### src/rtl/fetch_stage_if.sv
// Instruction-memory request/acknowledge bus between the fetch stage and imem.
// The fetch stage is the master: it issues req/addr and receives ack/rdata.
interface fetch_stage_if;
   logic        imem_req;
   logic [31:0] imem_addr;
   logic        imem_ack;
   logic [31:0] imem_rdata;

   modport master (output imem_req, output imem_addr, input imem_ack, input imem_rdata);
   modport slave  (input imem_req, input imem_addr, output imem_ack, output imem_rdata);
endinterface

### src/rtl/fetch_stage.sv
// IF stage and IF/ID register: req/ack fetch with a one-word skid buffer,
// delay-slot redirect from the decode stage and branch-likely annulment.
module fetch_stage #(
   parameter logic [31:0] RESET_PC = 32'h0000_3000
) (
   input  logic               clk,
   input  logic               rst_n,
   fetch_stage_if.master      imem,
   input  logic               stall_D,
   input  logic [1:0]         npc_sel_D,
   input  logic               br_taken_D,
   input  logic               likely_D,
   input  logic [31:0]        ra_D,
   output logic [31:0]        instr_D,
   output logic [31:0]        pc_D,
   output logic [31:0]        pc8_D,
   output logic               valid_D
);

   typedef enum logic [0:0] {
      S_REQ  = 1'b0,
      S_FULL = 1'b1
   } state_t;

   function automatic logic [31:0] branch_target(input logic [31:0] pc4, input logic [15:0] imm);
      return pc4 + {{14{imm[15]}}, imm, 2'b00};
   endfunction

   function automatic logic [31:0] jump_target(input logic [31:0] pc4, input logic [25:0] idx);
      return {pc4[31:28], idx, 2'b00};
   endfunction

   state_t      state_r, state_nxt_s;
   logic        req_r;
   logic [31:0] pc_f_r;
   logic [31:0] buf_r;
   logic [31:0] instr_d_r;
   logic [31:0] pc_d_r;
   logic        valid_d_r;
   logic        redir_pend_r;
   logic        annul_pend_r;
   logic [31:0] redir_tgt_r;

   logic        accept_s, live_s, taken_s, annul_ev_s, annul_now_s;
   logic        avail_s, deliver_s, skid_load_s;
   logic [31:0] pc4_d_s, target_s, next_pc_s, word_s;

   // Decode-stage redirect/annul evaluation and delivery qualification.
   always_comb begin
      accept_s   = !valid_d_r || !stall_D;
      live_s     = valid_d_r && !stall_D;
      pc4_d_s    = pc_d_r + 32'd4;
      taken_s    = 1'b0;
      annul_ev_s = 1'b0;
      target_s   = pc4_d_s;
      case (npc_sel_D)
         2'b01: begin
            taken_s    = live_s && br_taken_D;
            annul_ev_s = live_s && likely_D && !br_taken_D;
            target_s   = branch_target(pc4_d_s, instr_d_r[15:0]);
         end
         2'b10: begin
            taken_s  = live_s;
            target_s = ra_D;
         end
         2'b11: begin
            taken_s  = live_s;
            target_s = jump_target(pc4_d_s, instr_d_r[25:0]);
         end
         default: begin
            taken_s  = 1'b0;
            target_s = pc4_d_s;
         end
      endcase
      avail_s     = ((state_r == S_REQ) && req_r && imem.imem_ack) || (state_r == S_FULL);
      deliver_s   = avail_s && accept_s;
      word_s      = (state_r == S_FULL) ? buf_r : imem.imem_rdata;
      annul_now_s = annul_ev_s || annul_pend_r;
      if (taken_s) begin
         next_pc_s = target_s;
      end else if (redir_pend_r) begin
         next_pc_s = redir_tgt_r;
      end else begin
         next_pc_s = pc_f_r + 32'd4;
      end
   end

   // Fetch FSM next state; a word acked while decode is blocked goes to the skid buffer.
   always_comb begin
      state_nxt_s = state_r;
      skid_load_s = 1'b0;
      case (state_r)
         S_REQ: begin
            if (req_r && imem.imem_ack && !accept_s) begin
               state_nxt_s = S_FULL;
               skid_load_s = 1'b1;
            end else begin
               state_nxt_s = S_REQ;
            end
         end
         S_FULL: begin
            if (accept_s) begin
               state_nxt_s = S_REQ;
            end else begin
               state_nxt_s = S_FULL;
            end
         end
         default: begin
            state_nxt_s = S_REQ;
         end
      endcase
   end

   // FSM state, registered request and skid buffer.
   always_ff @(posedge clk or negedge rst_n) begin
      if (!rst_n) begin
         state_r <= S_REQ;
         req_r   <= 1'b0;
         buf_r   <= 32'h0000_0000;
      end else begin
         state_r <= state_nxt_s;
         req_r   <= (state_nxt_s == S_REQ);
         if (skid_load_s) begin
            buf_r <= imem.imem_rdata;
         end
      end
   end

   // PC_F, IF/ID register and pending delay-slot redirect/annul.
   always_ff @(posedge clk or negedge rst_n) begin
      if (!rst_n) begin
         pc_f_r       <= RESET_PC;
         instr_d_r    <= 32'h0000_0000;
         pc_d_r       <= RESET_PC;
         valid_d_r    <= 1'b0;
         redir_pend_r <= 1'b0;
         annul_pend_r <= 1'b0;
         redir_tgt_r  <= RESET_PC;
      end else if (deliver_s) begin
         pc_d_r       <= pc_f_r;
         instr_d_r    <= annul_now_s ? 32'h0000_0000 : word_s;
         valid_d_r    <= !annul_now_s;
         pc_f_r       <= next_pc_s;
         redir_pend_r <= 1'b0;
         annul_pend_r <= 1'b0;
      end else begin
         // Nothing to deliver: a live instruction in D leaves and a bubble follows.
         if (live_s) begin
            instr_d_r <= 32'h0000_0000;
            valid_d_r <= 1'b0;
         end
         if (taken_s) begin
            redir_pend_r <= 1'b1;
            redir_tgt_r  <= target_s;
         end
         if (annul_ev_s) begin
            annul_pend_r <= 1'b1;
         end
      end
   end

   assign imem.imem_req  = req_r;
   assign imem.imem_addr = pc_f_r;
   assign instr_D        = instr_d_r;
   assign pc_D           = pc_d_r;
   assign valid_D        = valid_d_r;
   assign pc8_D          = pc_d_r + 32'd8;

endmodule
### src/flat_wrapper.sv
// flat-port wrapper written by rule: the top's interface ports become plain ports
module fetch_stage_flat 
#(
   parameter logic [31:0] RESET_PC = 32'h0000_3000
)
  (clk, rst_n, stall_D, npc_sel_D, br_taken_D, likely_D, ra_D, instr_D, pc_D, pc8_D, valid_D, imem_imem_req, imem_imem_addr, imem_imem_ack, imem_imem_rdata);
  fetch_stage_if imem_i ();
  input  logic clk;
  input  logic rst_n;
  input  logic stall_D;
  input  logic [1:0] npc_sel_D;
  input  logic br_taken_D;
  input  logic likely_D;
  input  logic [31:0] ra_D;
  output logic [31:0] instr_D;
  output logic [31:0] pc_D;
  output logic [31:0] pc8_D;
  output logic valid_D;
  output wire logic [$bits(imem_i.imem_req)-1:0] imem_imem_req;
  output wire logic [$bits(imem_i.imem_addr)-1:0] imem_imem_addr;
  input wire logic [$bits(imem_i.imem_ack)-1:0] imem_imem_ack;
  input wire logic [$bits(imem_i.imem_rdata)-1:0] imem_imem_rdata;
  assign imem_imem_req = imem_i.imem_req;
  assign imem_imem_addr = imem_i.imem_addr;
  assign imem_i.imem_ack = imem_imem_ack;
  assign imem_i.imem_rdata = imem_imem_rdata;
  fetch_stage #(.RESET_PC(RESET_PC)) u_core (.clk(clk), .rst_n(rst_n), .imem(imem_i), .stall_D(stall_D), .npc_sel_D(npc_sel_D), .br_taken_D(br_taken_D), .likely_D(likely_D), .ra_D(ra_D), .instr_D(instr_D), .pc_D(pc_D), .pc8_D(pc8_D), .valid_D(valid_D));
endmodule
### config.mk
export PLATFORM = sky130hd
export DESIGN_NAME = fetch_stage_flat
export DESIGN_NICKNAME = d
export VERILOG_FILES = /design/src/rtl/fetch_stage_if.sv /design/src/rtl/fetch_stage.sv /design/src/flat_wrapper.sv
export SDC_FILE = /design/constraint.sdc
export NUM_CORES = 1
export LEC_CHECK = 0
export ABC_AREA = 1
export CORE_MARGIN = 2
export CORE_UTILIZATION = 40
export DETAILED_ROUTE_END_ITERATION = 8
export GPL_TIMING_DRIVEN = 0
export PLACE_DENSITY = 0.71
export SLEW_MARGIN = 20
export SYNTH_ARGS = -nofsm -noshare
export SYNTH_HDL_FRONTEND = slang
export SYNTH_SLANG_ARGS = --single-unit
### constraint.sdc
create_clock -name clk -period 3.8 [get_ports clk]
set_input_delay 0.76 -clock clk [delete_from_list [all_inputs] [get_ports clk]]
set_output_delay 0.76 -clock clk [all_outputs]
set_load 0.02 [all_outputs]
* Word level (Yosys, flattened, before mapping) *
Index checks and enable logic that the tools add are counted.

cells by class
  muxes and demuxes = 19
  equal/unequal tests = 3
  reduce and logical (&&, ||, !) cells = 22
  bitwise gates (word level) = 3
  $add $sub $neg = 4

operators by type and width
  cell                                                  count
  two-way mux 32 bit                                    6
  case mux 32 bit (3 select lines)                      1
  adder 32 x 3 -> 32 bit (second input constant)        2
  adder 32 bit                                          1
  adder 32 x 4 -> 32 bit (second input constant)        1
  two-way mux 1 bit                                     10
  logical AND 1 bit                                     9
  nonzero test 2 bit                                    3
  zero test 1 bit                                       5
  equality test 2 bit (second input constant)           2
  case mux 1 bit (2 select lines)                       2
  logical OR 1 bit                                      3
  inverter 1 bit                                        3
  equality test 2 x 1 -> 1 bit (second input constant)  1
  AND reduction 2 bit                                   1
  OR reduction 2 bit                                    1

word-level totals
  output and inout port bits = 130
  word-level logic and storage cells = 61
  flip-flop bits (word level) = 165

* Depth between registers and ports, before layout *
  depth after elaboration = 8
  mapped depth = 24

* Worst setup path after synthesis *
Ideal clock, no wire load.

  path kind = flip-flop to flip-flop
  start = reg u_core.pc_d_r[4] (netlist: u_core.pc_D[4])
  end = reg u_core.redir_tgt_r[27]
  clock period less this slack = 3.140 ns
  slack = 0.660 ns
  stages on the path, launching flop included = 22
  arrival time = 3.006 ns
  library setup time = 0.134 ns
  data required time = 3.666 ns
  cells stage by stage = dfrtp_1 -> ha_1 -> inv_1 -> nor2_4 -> inv_2 -> nor3_2 -> nand3_2 -> nor2_4 -> xor2_2 -> mux2i_1 -> inv_1 -> ha_1 -> nand2_1 -> inv_1 -> a21oi_1 -> inv_1 -> a21oi_1 -> nand4_1 -> nand3_1 -> nand2_1 -> nand2_1 -> o21ai_0

between the ends
  longest elaborated chain between the ends = 3

ends and longest elaborated chain
  item                                  line                source
  from (decl)                           fetch_stage.sv:38   logic [31:0] pc_d_r;
  from (signal assigned)                fetch_stage.sv:140  pc_d_r <= pc_f_r;
  adder 32 x 3 -> 32 bit (*)            fetch_stage.sv:52   pc4_d_s = pc_d_r + 32'd4;
  adder 32 bit                          fetch_stage.sv:26   return pc4 + {{14{imm[15]}}, imm, 2'b00};
  case mux 32 bit (3 select lines) (*)  fetch_stage.sv:56   case (npc_sel_D)
  to (signal assigned)                  fetch_stage.sv:154  redir_tgt_r <= target_s;
  to (decl)                             fetch_stage.sv:42   logic [31:0] redir_tgt_r;

Every way passes the cells marked *; elsewhere a longest branch is shown, timed or not.
A chain may end at the register's enable or synchronous reset.

* Final worst setup path *
  start = reg u_core.pc_d_r[3] (netlist: u_core.pc_D[3])
  end = reg u_core.pc_f_r[17] (netlist: u_core.imem.imem_addr[17])

between the ends
  longest elaborated chain between the ends = 4

ends and longest elaborated chain
  item                                  line                source
  adder 32 x 3 -> 32 bit (*)            fetch_stage.sv:52
  adder 32 bit                          fetch_stage.sv:26
  case mux 32 bit (3 select lines) (*)  fetch_stage.sv:56
  two-way mux 32 bit (*)                fetch_stage.sv:79   if (taken_s) begin
  to (signal assigned)                  fetch_stage.sv:143  pc_f_r <= next_pc_s;
  to (decl)                             fetch_stage.sv:35   logic [31:0] pc_f_r;

Marks and branches as above.

==> metrics <==
Required @ worst endpoint=slightly above 4 ns; Final #Nets=between 2000 and 2500; core area=approximately 30000 sq um; IO Port Bufs=between 200 and 250; total power=approximately 12 mW; clock transition at the registers of the reported paths=about 0.080 ns; Synth Flop Type=dfrtp_1; worst rel slew slack=0.345; Initial Utilization=0.407; CP arrival=slightly above 4 ns; multiplexer area fraction after synthesis=0.00330; worst-path maximum fanout=5; hold-fix buffers at CTS=0; Synth top cells by count=583 x nand2_1, 273 x inv_1, 188 x o21ai_0, 159 x dfrtp_1, 114 x nand3_1; Syn-to-layout area delta=26.8%; DPL Wire Length=between 30000 and 40000 um; Synth Area in Compound Gates=0.139; largest area contributor in the netlist=dfrtp_1; Layout Utilization=0.517; Least-Margin Pin Slew=~1 ns; cell with the most instances after synthesis=nand2_1; ranking of synthesized cells by area=dfrtp_1 33%, nand2_1 18%, inv_1 8.4%; skew final=about 0.018 ns; Rows=between 60 and 70; setup_tns=0 ns; Syn Inst Count=around 1800; initial antenna violation count=0; Period minus WS final=3.69 ns; setup violators final=0; CTS buffer count=17; Yosys cell types=52; Syn Std Cell Area=12100 sq um; number of global-route vias before repair=12400; Syn Area/Cell=6.63 sq um; register bit total from synthesis=roughly 170; largest net degree at the start of global routing=slightly below 70; iteration-0 DRC count of the detailed router=around 1400; largest family of logic cells by synthesized area=simple AND/OR/NAND/NOR gates; CTS Sinks=about 170; global-route wire length before repair=approximately 73000 um; post-synthesis sequential area ratio=0.341; Die Span Y=178 um; io pins=around 200; Final Routed Wirelength=~48000 um; vias per cell=~5.4; Horiz. Die Dim=178 um; final std cells w/o fill=2461; RSZ-0062 raised after global routing=false; Final Hold Fails=0; xor and xnor fraction of the mapped netlist area=0.0487; CTS tree=done; Worst-Skew Late Latency=roughly 0.45 ns; period utilization=0.972; yosys warns=0; asr flop ratio synth=1.00; gr usage total=0.307; peak supply drop=388 uV; Final ANT Viol Nets=0; post-synth top area share=0.328; fmax=between 0.2 and 0.3 GHz; CTS root buf=clkbuf_16; Min-Delay Path Class=in -> async; Vias=about 13000; Setup Crit Path Kind=reg -> reg; syn nets=between 1500 and 2000; Placer Congestion=~0.96; layout cells sized above 1=0.0647; Bufs on Longest Clock Path=2; CP Capture Type=register; leakage power=between 7 and 8 nW; total gr overflow=0; area of the die=31800 sq um; Adder-Cell Fraction of Synth Area=0.0418; Max Slew Vio Count=0; CP Launch Type=register; Initial DRT Pass Iterations=6; power per cell area=775 nW/um^2; number of diodes=0; EDFF count, synth=0; H-tree Lvls=4; max cap viols=0; placed cells=between 2000 and 2500; DRC viols=0; status=completed; Avg WL per Cell=approximately 20 um; filler instances=just under 3000; Post-Synth Simple-Gate Area=0.315
-- critical path, cell delays in order (launching register included) --
cell	delay, ns
dfrtp_2	0.48
ha_4	0.23
inv_1	0.10
nor2_4	0.16
nand2_1	0.11
xor2_1	0.18
o21ai_0	0.30
inv_1	0.18
ha_1	0.35
nand2_1	0.10
nor2_1	0.24
nand3_1	0.12
nand3_1	0.23
nand2_1	0.12
nand2_1	0.08
nand2_1	0.05
nand3_1	0.17
nand4_1	0.18
nand2_1	0.16
nand2_1	0.06
-- kinds of logic (layout without fill, tap and decap cells) --
group | after synthesis | after routing
multiplexers | 4 | 4
AO/OA/AOI/OAI | 310 | 310
adder cells (fa/ha/maj) | 40 | 40
XOR/XNOR | 65 | 65
buffers and inverters | 349 | 589
flip-flops | 165 | 165
AND/OR/NAND/NOR | 898 | 898
-- layout by cell type, fill, tap and decap left out, types with 7 or more instances in the layout --
cell / n
xnor2_1: 7
a221oi_1: 7
nand4_1: 22
o21ai_0: 188
inv_1: 273
nor2_1: 101
o22ai_1: 26
xor2_1: 55
clkbuf_1: 40
clkbuf_16: 17
buf_4: 9
buf_2: 14
ha_1: 37
nand3b_1: 7
clkdlybuf4s50_1: 200
inv_2: 7
nor2_2: 15
nor3_1: 16
dfrtp_2: 7
nor2_4: 8
o21ai_1: 14
nand3_1: 113
dfrtp_1: 152
a21oi_1: 47
nand2_1: 582
a21boi_0: 7
nand2_2: 10
-- repair_timing --
action,CTS,global route
resized for setup,5,14
hold endpoints to repair,0,0
pin swaps,0,1
buffers inserted,0,5
setup endpoints to repair,21,38
gates cloned,0,0
-- cell type report --
| class | instances | area (sq um) | area share |
|---|---|---|---|
| Multi-Input combinational cell | 1317 | 6710 | 0.436 |
| Timing Repair Buffer | 208 | 2110 | 0.137 |
| Inverter | 283 | 1060 | 0.0690 |
| Clock inverter | 14 | 160 | 0.0104 |
| Sequential cell | 165 | 4150 | 0.269 |
| Buffer | 66 | 283 | 0.0184 |
| Clock buffer | 18 | 439 | 0.0285 |
| Tap cell | 390 | 488 | 0.0317 |
-- per-layer routing --
metal / up-vias / track usage / routed length [um]
met5: - / 0 / 0
met4: 0 / 0.115 / 1830
met3: 99 / 0.0488 / 4300
met2: 698 / 0.500 / 22000
met1: 6081 / 0.412 / 20300
li1: 6295 / - / -
-- flip-flops by register name, indices dropped and copies added (netlist names) --
| signal | flops |
|---|---|
| u_core.valid_D | 1 |
| u_core.imem.imem_addr | 32 |
| u_core.state_r | 1 |
| u_core.buf_r | 32 |
| u_core.annul_pend_r | 1 |
| u_core.redir_pend_r | 1 |
| u_core.pc_D | 32 |
| u_core.imem.imem_req | 1 |
| u_core.redir_tgt_r | 32 |
| u_core.instr_D | 32 |
-- through the flow --
| stage | setup WS [ns] | area [sq um] | hold WS [ns] |
|---|---|---|---|
| floorplan | 0.660 | 12100 | 0.448 |
| global placement | -4.77 | 14600 | 0.460 |
| detailed placement | -0.109 | 14700 | 0.468 |
| CTS | 0.0552 | 15300 | 0.192 |
| global route | 0.00129 | 15400 | 0.196 |
| finish | 0.105 | 15400 | 0.178 |
-- where the power goes --
part           internal [mW]  switching, mW
sequential              2.50           1.01
combinational           2.54           4.10
clock                  0.901          0.876
total                   5.94           5.99
-- final timing paths --
path / cells past startpoint / startpoint / slack (ns) / endpoint
max in group asynchronous: 3 / rst_n / 2.61 / u_core.redir_tgt_r[12]
min in group clk: 2 / u_core.buf_r[6] / 0.48 / u_core.buf_r[6]
hold reg to reg: 2 / u_core.buf_r[6] / 0.48 / u_core.buf_r[6]
hold / removal: 1 / rst_n / 0.18 / u_core.buf_r[28]
setup reg to reg: 19 / u_core.pc_D[3] / 0.11 / u_core.imem.imem_addr[17]
setup / recovery: 19 / u_core.pc_D[3] / 0.11 / u_core.imem.imem_addr[17]
Note: power is estimated with default switching activity, not from simulation.
==> variant 1: new RTL, same settings <==
`RESET_PC` is set to 32'h0000_3000 in 2 places; all go to 32'h00002000.
--- a/src/rtl/fetch_stage.sv
+++ b/src/rtl/fetch_stage.sv
@@ -2,5 +2,5 @@
 // delay-slot redirect from the decode stage and branch-likely annulment.
 module fetch_stage #(
-   parameter logic [31:0] RESET_PC = 32'h0000_3000
+   parameter logic [31:0] RESET_PC = 32'h00002000
 ) (
    input  logic               clk,
--- a/src/flat_wrapper.sv
+++ b/src/flat_wrapper.sv
@@ -2,5 +2,5 @@
 module fetch_stage_flat 
 #(
-   parameter logic [31:0] RESET_PC = 32'h0000_3000
+   parameter logic [31:0] RESET_PC = 32'h00002000
 )
   (clk, rst_n, stall_D, npc_sel_D, br_taken_D, likely_D, ra_D, instr_D, pc_D, pc8_D, valid_D, imem_imem_req, imem_imem_addr, imem_imem_ack, imem_imem_rdata);
Check against the original RTL: not equivalent (Yosys sat finds a counterexample within 4 cycles, from zero or initial values and one cycle with rst_n low).
==> variant 1 against the original RTL <==
  * Wire length fell by 1.2%
  * Area after synthesis barely moved
  * Non-clock buffer count fell by 2
  * Synthesized cell count did not move
  * Setup slack improved by 0.042 ns
  * Final cell count barely moved
  * Clock skew rose by 0.0046 ns
  * Global-route usage fell by 0.99 points
  * Count of clock-buffer cells in the layout did not move
  * Sequential cell count did not move
  * Total power fell by 0.17%
  * Design area fell by 0.18%
  * Critical path type unchanged
==> variant 1: results (changes against the original RTL) <==
metric,value,unit,change
layout-drive-gt1-share,6.23,%,-0.24 points
grt_pass1_wl,71.1,mm,-2.1%
nNetsFinal,2168,,-0.092%
maxSlewViolCount,0,,unchanged
antenna_found_initial,1,,+1
hp-class,in2async,,
htree_num_levels,4,,unchanged
clk_latency,0.45,ns,about the same
reg2reg_slack,0.15,ns,+0.04 ns
gp_congestion,0.995,,+3.7%
grt_max_degree,90,,+32%
antenna_left,0,,unchanged
dp_hpwl,38.1,mm,-2.4%
peakVddDrop,396,uV,+2.2%
drt_iter0_markers,1281,,-6.5%
avgRoutedWirePerCell,19.5,um,-1.1%
avgSynthCellArea,6.63,um^2,about the same
clock-root-buffer,clkbuf_16,,
rr_endpoint,u_core.imem.imem_addr[31],,
clock_skew,0.0225,ns,+0.00464 ns
yosysSeqAreaShare,34.1,%,about the same
cts_tree,yes,,
preCtsSetupSlack,-0.182,ns,-0.0730 ns
synth.area.top_cells,"dfrtp_1, nand2_1, inv_1, o21ai_0, nand3_1",,
dr.pass1.iters,6,,unchanged
cts_buffer_depth,2,,unchanged
viasPerCell,5.37,,+0.30%
crit_path_start,u_core.pc_D[3],,
cts_buffers,17,,unchanged
synth_cell_types,52,,unchanged
synth_ff_type,dfrtp_1,,
holdWs,0.278,ns,+0.0997 ns
ys_warn_count,0,,unchanged
status,completed,,
synth_common_cells,"nand2_1, inv_1, o21ai_0",,
cp.arrival,3.99,ns,-0.04 ns
grt_usage,29.7,%,-0.99 points
clkTransAtPathRegs,0.08,ns,about the same
final_cells,2459,,-0.081%
dp.cells,2423,,-0.041%
leakagePower,7.44,nW,about the same
grt_pass1_vias,12300,,-1.1%
portBuffers,201,,unchanged
tightest_slew,0.936,ns,-0.0465 ns
reg2reg_depth,22,,+3
-- variant 1: cell types whose count changed after synthesis --
cell | unedited run | this run
dfrtp_1 | 159 | 162
dfstp_2 | 6 | 3
-- variant 1: metal layers --
layer,track usage [%],vias to the layer above,share of wire (%)
met5,0,-,0
met2,47.8,674,45
met1,39.6,6135,42
met4,12.3,0,4.2
li1,-,6275,-
met3,5.12,118,8.7
-- variant 1: where the power goes --
group          switching (mW)  leakage (nW)  internal [mW]  total, mW
registers                1.02          2.07           2.49       3.51
clock network           0.874         0.286          0.883       1.76
logic                    4.11          5.08           2.53       6.64
total                    6.01          7.44           5.91       11.9
-- variant 1: layout make-up --
type,count,area (um^2)
repair buffers,206,2070
clock buffers,18,429
inverters,283,1060
fillers,3021,14400
flip-flops and latches,165,4140
well taps,390,488
plain buffers,66,283
multi-input cells,1317,6730
clock inverters,14,160
-- variant 1: timing repair --
item / CTS / global route
endpoints found under the setup margin: 17 / 39
setup buffers: 0 / 4
hold buffers: 0 / 0
resized for setup: 5 / 16
-- variant 1: worst max path at each step --
stage | endpoint | slack (ns) | cells after the start
5_1_grt | u_core.imem.imem_addr[24] | -0.02 | 20
3_3_place_gp | u_core.pc_D[22] | -4.76 | 1
4_1_cts | pc8_D[27] | 0.05 | 11
2_1_floorplan | u_core.redir_tgt_r[27] | 0.66 | 21
3_5_place_dp | u_core.imem.imem_addr[15] | -0.18 | 18
6_report | u_core.imem.imem_addr[31] | 0.15 | 22
-- variant 1: per-stage QoR --
stage / cell area (um^2) / power [mW]
2_1_floorplan: 12100 / 7.00
5_1_grt: 15400 / 12.6
3_5_place_dp: 14700 / 9.93
4_1_cts: 15300 / 11.7
6_report: 15400 / 11.9
3_3_place_gp: 14600 / 9.85
-- variant 1: cell families after synthesis --
kind of cell	after synthesis	share of synthesized area (%)
adder cells (fa/ha/maj)	40	4.19
flip-flops	165	34.1
AO/OA/AOI/OAI	310	13.9
multiplexers	4	0.330
AND/OR/NAND/NOR	898	31.6
XOR/XNOR	65	4.88
buffers and inverters	349	11.1
-- variant 1: critical path: stages, from the launching register on --
cell,delay [ns]
dfrtp_2,0.49
buf_4,0.15
ha_1,0.20
nand3_2,0.25
inv_1,0.17
nand2_2,0.10
nor2_4,0.15
xor2_2,0.26
ha_1,0.35
nand2_1,0.12
nand2_1,0.08
nand2_1,0.06
nand2_1,0.08
inv_1,0.06
nand2_1,0.06
inv_1,0.05
nand2_1,0.17
a21oi_1,0.30
nand2_1,0.08
nand3_1,0.10
nand3_1,0.11
nand2_1,0.09
nand2_1,0.05
==> variant 2: new RTL, config.mk and constraints unchanged <==
Made on the original files. Reset style: synchronous (`rst_n`), changed in 2 clocked blocks.
--- a/src/rtl/fetch_stage.sv
+++ b/src/rtl/fetch_stage.sv
@@ -113,5 +113,5 @@
 
    // FSM state, registered request and skid buffer.
-   always_ff @(posedge clk or negedge rst_n) begin
+   always_ff @(posedge clk) begin
       if (!rst_n) begin
          state_r <= S_REQ;
@@ -128,5 +128,5 @@
 
    // PC_F, IF/ID register and pending delay-slot redirect/annul.
-   always_ff @(posedge clk or negedge rst_n) begin
+   always_ff @(posedge clk) begin
       if (!rst_n) begin
          pc_f_r       <= RESET_PC;
Check against the original RTL: differs if rst_n is asserted again (counterexample within 4 cycles, from zero or initial values and one cycle with rst_n low); with rst_n held inactive, the same outputs for 4 cycles.
==> variant 2 against the original RTL <==
  * Area after synthesis is 4.1% lower
  * Design area is 1.7% lower
  * Hold slack better by 0.29 ns
  * Wire length is 7.2% higher
  * Sequential cell count stayed put
  * Sequential share of layout area is 5.0 points lower
  * First-iteration DRC count is 0.29% lower
  * Setup slack worse by 0.013 ns
  * Critical endpoint is now u_core.redir_tgt_r[14]
Power is not compared: it rests on default switching activity, and its combinational part moved more than twofold at a synthesized area within 25%.
==> variant 2: results (changes against the original RTL) <==
metric,value,unit,change
wl_met3,4.94,mm,+15%
use_met3,5.66,%,+0.78 points
overflow,0,,unchanged
yosysSeqAreaShare,28.4,%,-5.7 points
grt_max_degree,22,,-68%
crit_slowest_cell,o21ai_0,,
async_flop_share,0,%,-100 points
wl_met2,23.0,mm,+4.5%
avgSynthCellArea,6.11,um^2,-7.9%
drt_iter0_markers,1366,,-0.29%
cpLargestDelayFamily,simple AND/OR/NAND/NOR gates,,
portBuffers,200,,-0.50%
hp-class,reg2reg,,
met1_usage,44.9,%,+3.7 points
synth.area.top_cells,"dfxtp_1, nand2_1, inv_1, a21oi_1, o21ai_0",,
synth_cell_types,53,,+1.9%
slew_headroom,29.0,%,-5.5 points
grt_usage,33.2,%,+2.5 points
layout-drive-gt1-share,8.89,%,+2.4 points
wl,51.9,mm,+7.2%
viasPerCell,5.42,,+1.3%
synth_ff_type,dfxtp_1,,
nNetsFinal,2245,,+3.5%
synth_common_cells,"nand2_1, inv_1, dfxtp_1",,
crit_fanout,6,,+1
status,completed,,
wirelength_met1,22.0,mm,+8.2%
clock_skew,0.0265,ns,+0.00866 ns
gp_congestion,0.969,,+1.0%
fill_cells,2954,,+0.65%
syn-num-nets,2017,,+3.8%
r2r-start,u_core.pc_D[8],,
rr_endpoint,u_core.redir_tgt_r[14],,
met2_usage,53.5,%,+3.5 points
slowest_delay,0.54,ns,+0.06 ns
grt_pass1_wl,76.8,mm,+5.8%
hold_end,u_core.annul_pend_r,,
antenna_found_initial,1,,+1
dp_hpwl,41.9,mm,+7.1%
vias,13800,,+4.4%
grt_pass1_vias,12500,,+0.83%
[variant 2: cell types whose count changed in the layout (fill, tap and decap cells not counted), moves of 9 or more]
cell / unedited run / this run
dfrtp_1: 152 / 0
o21ai_0: 188 / 123
dfxtp_1: 0 / 155
nand3_1: 113 / 86
nand2_2: 10 / 20
nor2_1: 101 / 157
o21ai_1: 14 / 3
nand4_1: 22 / 31
a21oi_1: 47 / 129
inv_1: 273 / 264
buf_2: 14 / 24
[variant 2: kinds of logic after synthesis]
logic type                 after synthesis  synth area share (%)
AOI/OAI and AO/OA                      341                  16.3
xor gates and xnor gates                64                  4.88
adders and majority gates               37                  4.04
buffers and inverters                  350                  11.9
DFF                                    165                  28.4
and+or+nand+nor                        951                  34.5
[variant 2: area by class of cell]
class / instances / area (um^2) / area share (%)
diodes: 3 / 7.51 / 0.0496
well taps: 384 / 480 / 3.18
clock inverters: 15 / 181 / 1.20
plain buffers: 75 / 358 / 2.36
clock buffers: 17 / 425 / 2.81
multi-input cells: 1393 / 7240 / 47.8
repair buffers: 209 / 2080 / 13.8
flip-flops and latches: 165 / 3330 / 22.0
inverters: 275 / 1030 / 6.83
[variant 2: worst min-delay path, delay by kind of cell (launching register included)]
family / cells / cell delay [ns]
AO/OA/AOI/OAI: 1 / 0.06
flip-flops: 1 / 0.30
buffers and inverters: 1 / 0.06
[variant 2: per-stage QoR]
step | util [%] | setup slack (ns) | hold WS, ns | cell area (um^2) | TNS [ns]
global route | 52.7 | -0.0752 | 0.483 | 15100 | -0.149
floorplan | - | 0.530 | 0.432 | 11600 | 0
finish | 52.7 | 0.0923 | 0.464 | 15100 | 0
detailed placement | 49.2 | -0.439 | 0.454 | 14100 | -5.57
global placement | 49.2 | -0.410 | 0.442 | 14100 | -5.63
CTS | 51.6 | 0.00785 | 0.465 | 14800 | 0
[variant 2: timing repair]
item,in CTS,in global routing
resized for setup,16,57
setup endpoints to repair,36,33
setup buffers,1,8
pin swaps,1,10
hold buffers,0,0
[variant 2: how the worst max path moves through the flow]
stage	start	depth (start not counted)	slack (ns)	end
floorplan	u_core.pc_D[4]	22	0.53	u_core.redir_tgt_r[22]
global placement	u_core.pc_D[2]	17	-0.41	u_core.imem.imem_addr[13]
detailed placement	u_core.pc_D[2]	17	-0.44	u_core.imem.imem_addr[13]
CTS	u_core.pc_D[14]	9	0.008	pc8_D[30]
global route	u_core.pc_D[8]	19	-0.08	u_core.redir_tgt_r[14]
finish	u_core.pc_D[8]	19	0.09	u_core.redir_tgt_r[14]
[variant 2: power breakdown]
group / total (mW) / switching, mW / internal, mW / leakage (nW)
clock: 1.83 / 0.935 / 0.895 / 0.292
sequential: 1.88 / 0.0925 / 1.78 / 1.34
combinational: 0.807 / 0.501 / 0.306 / 5.19
total: 4.51 / 1.53 / 2.99 / 6.83
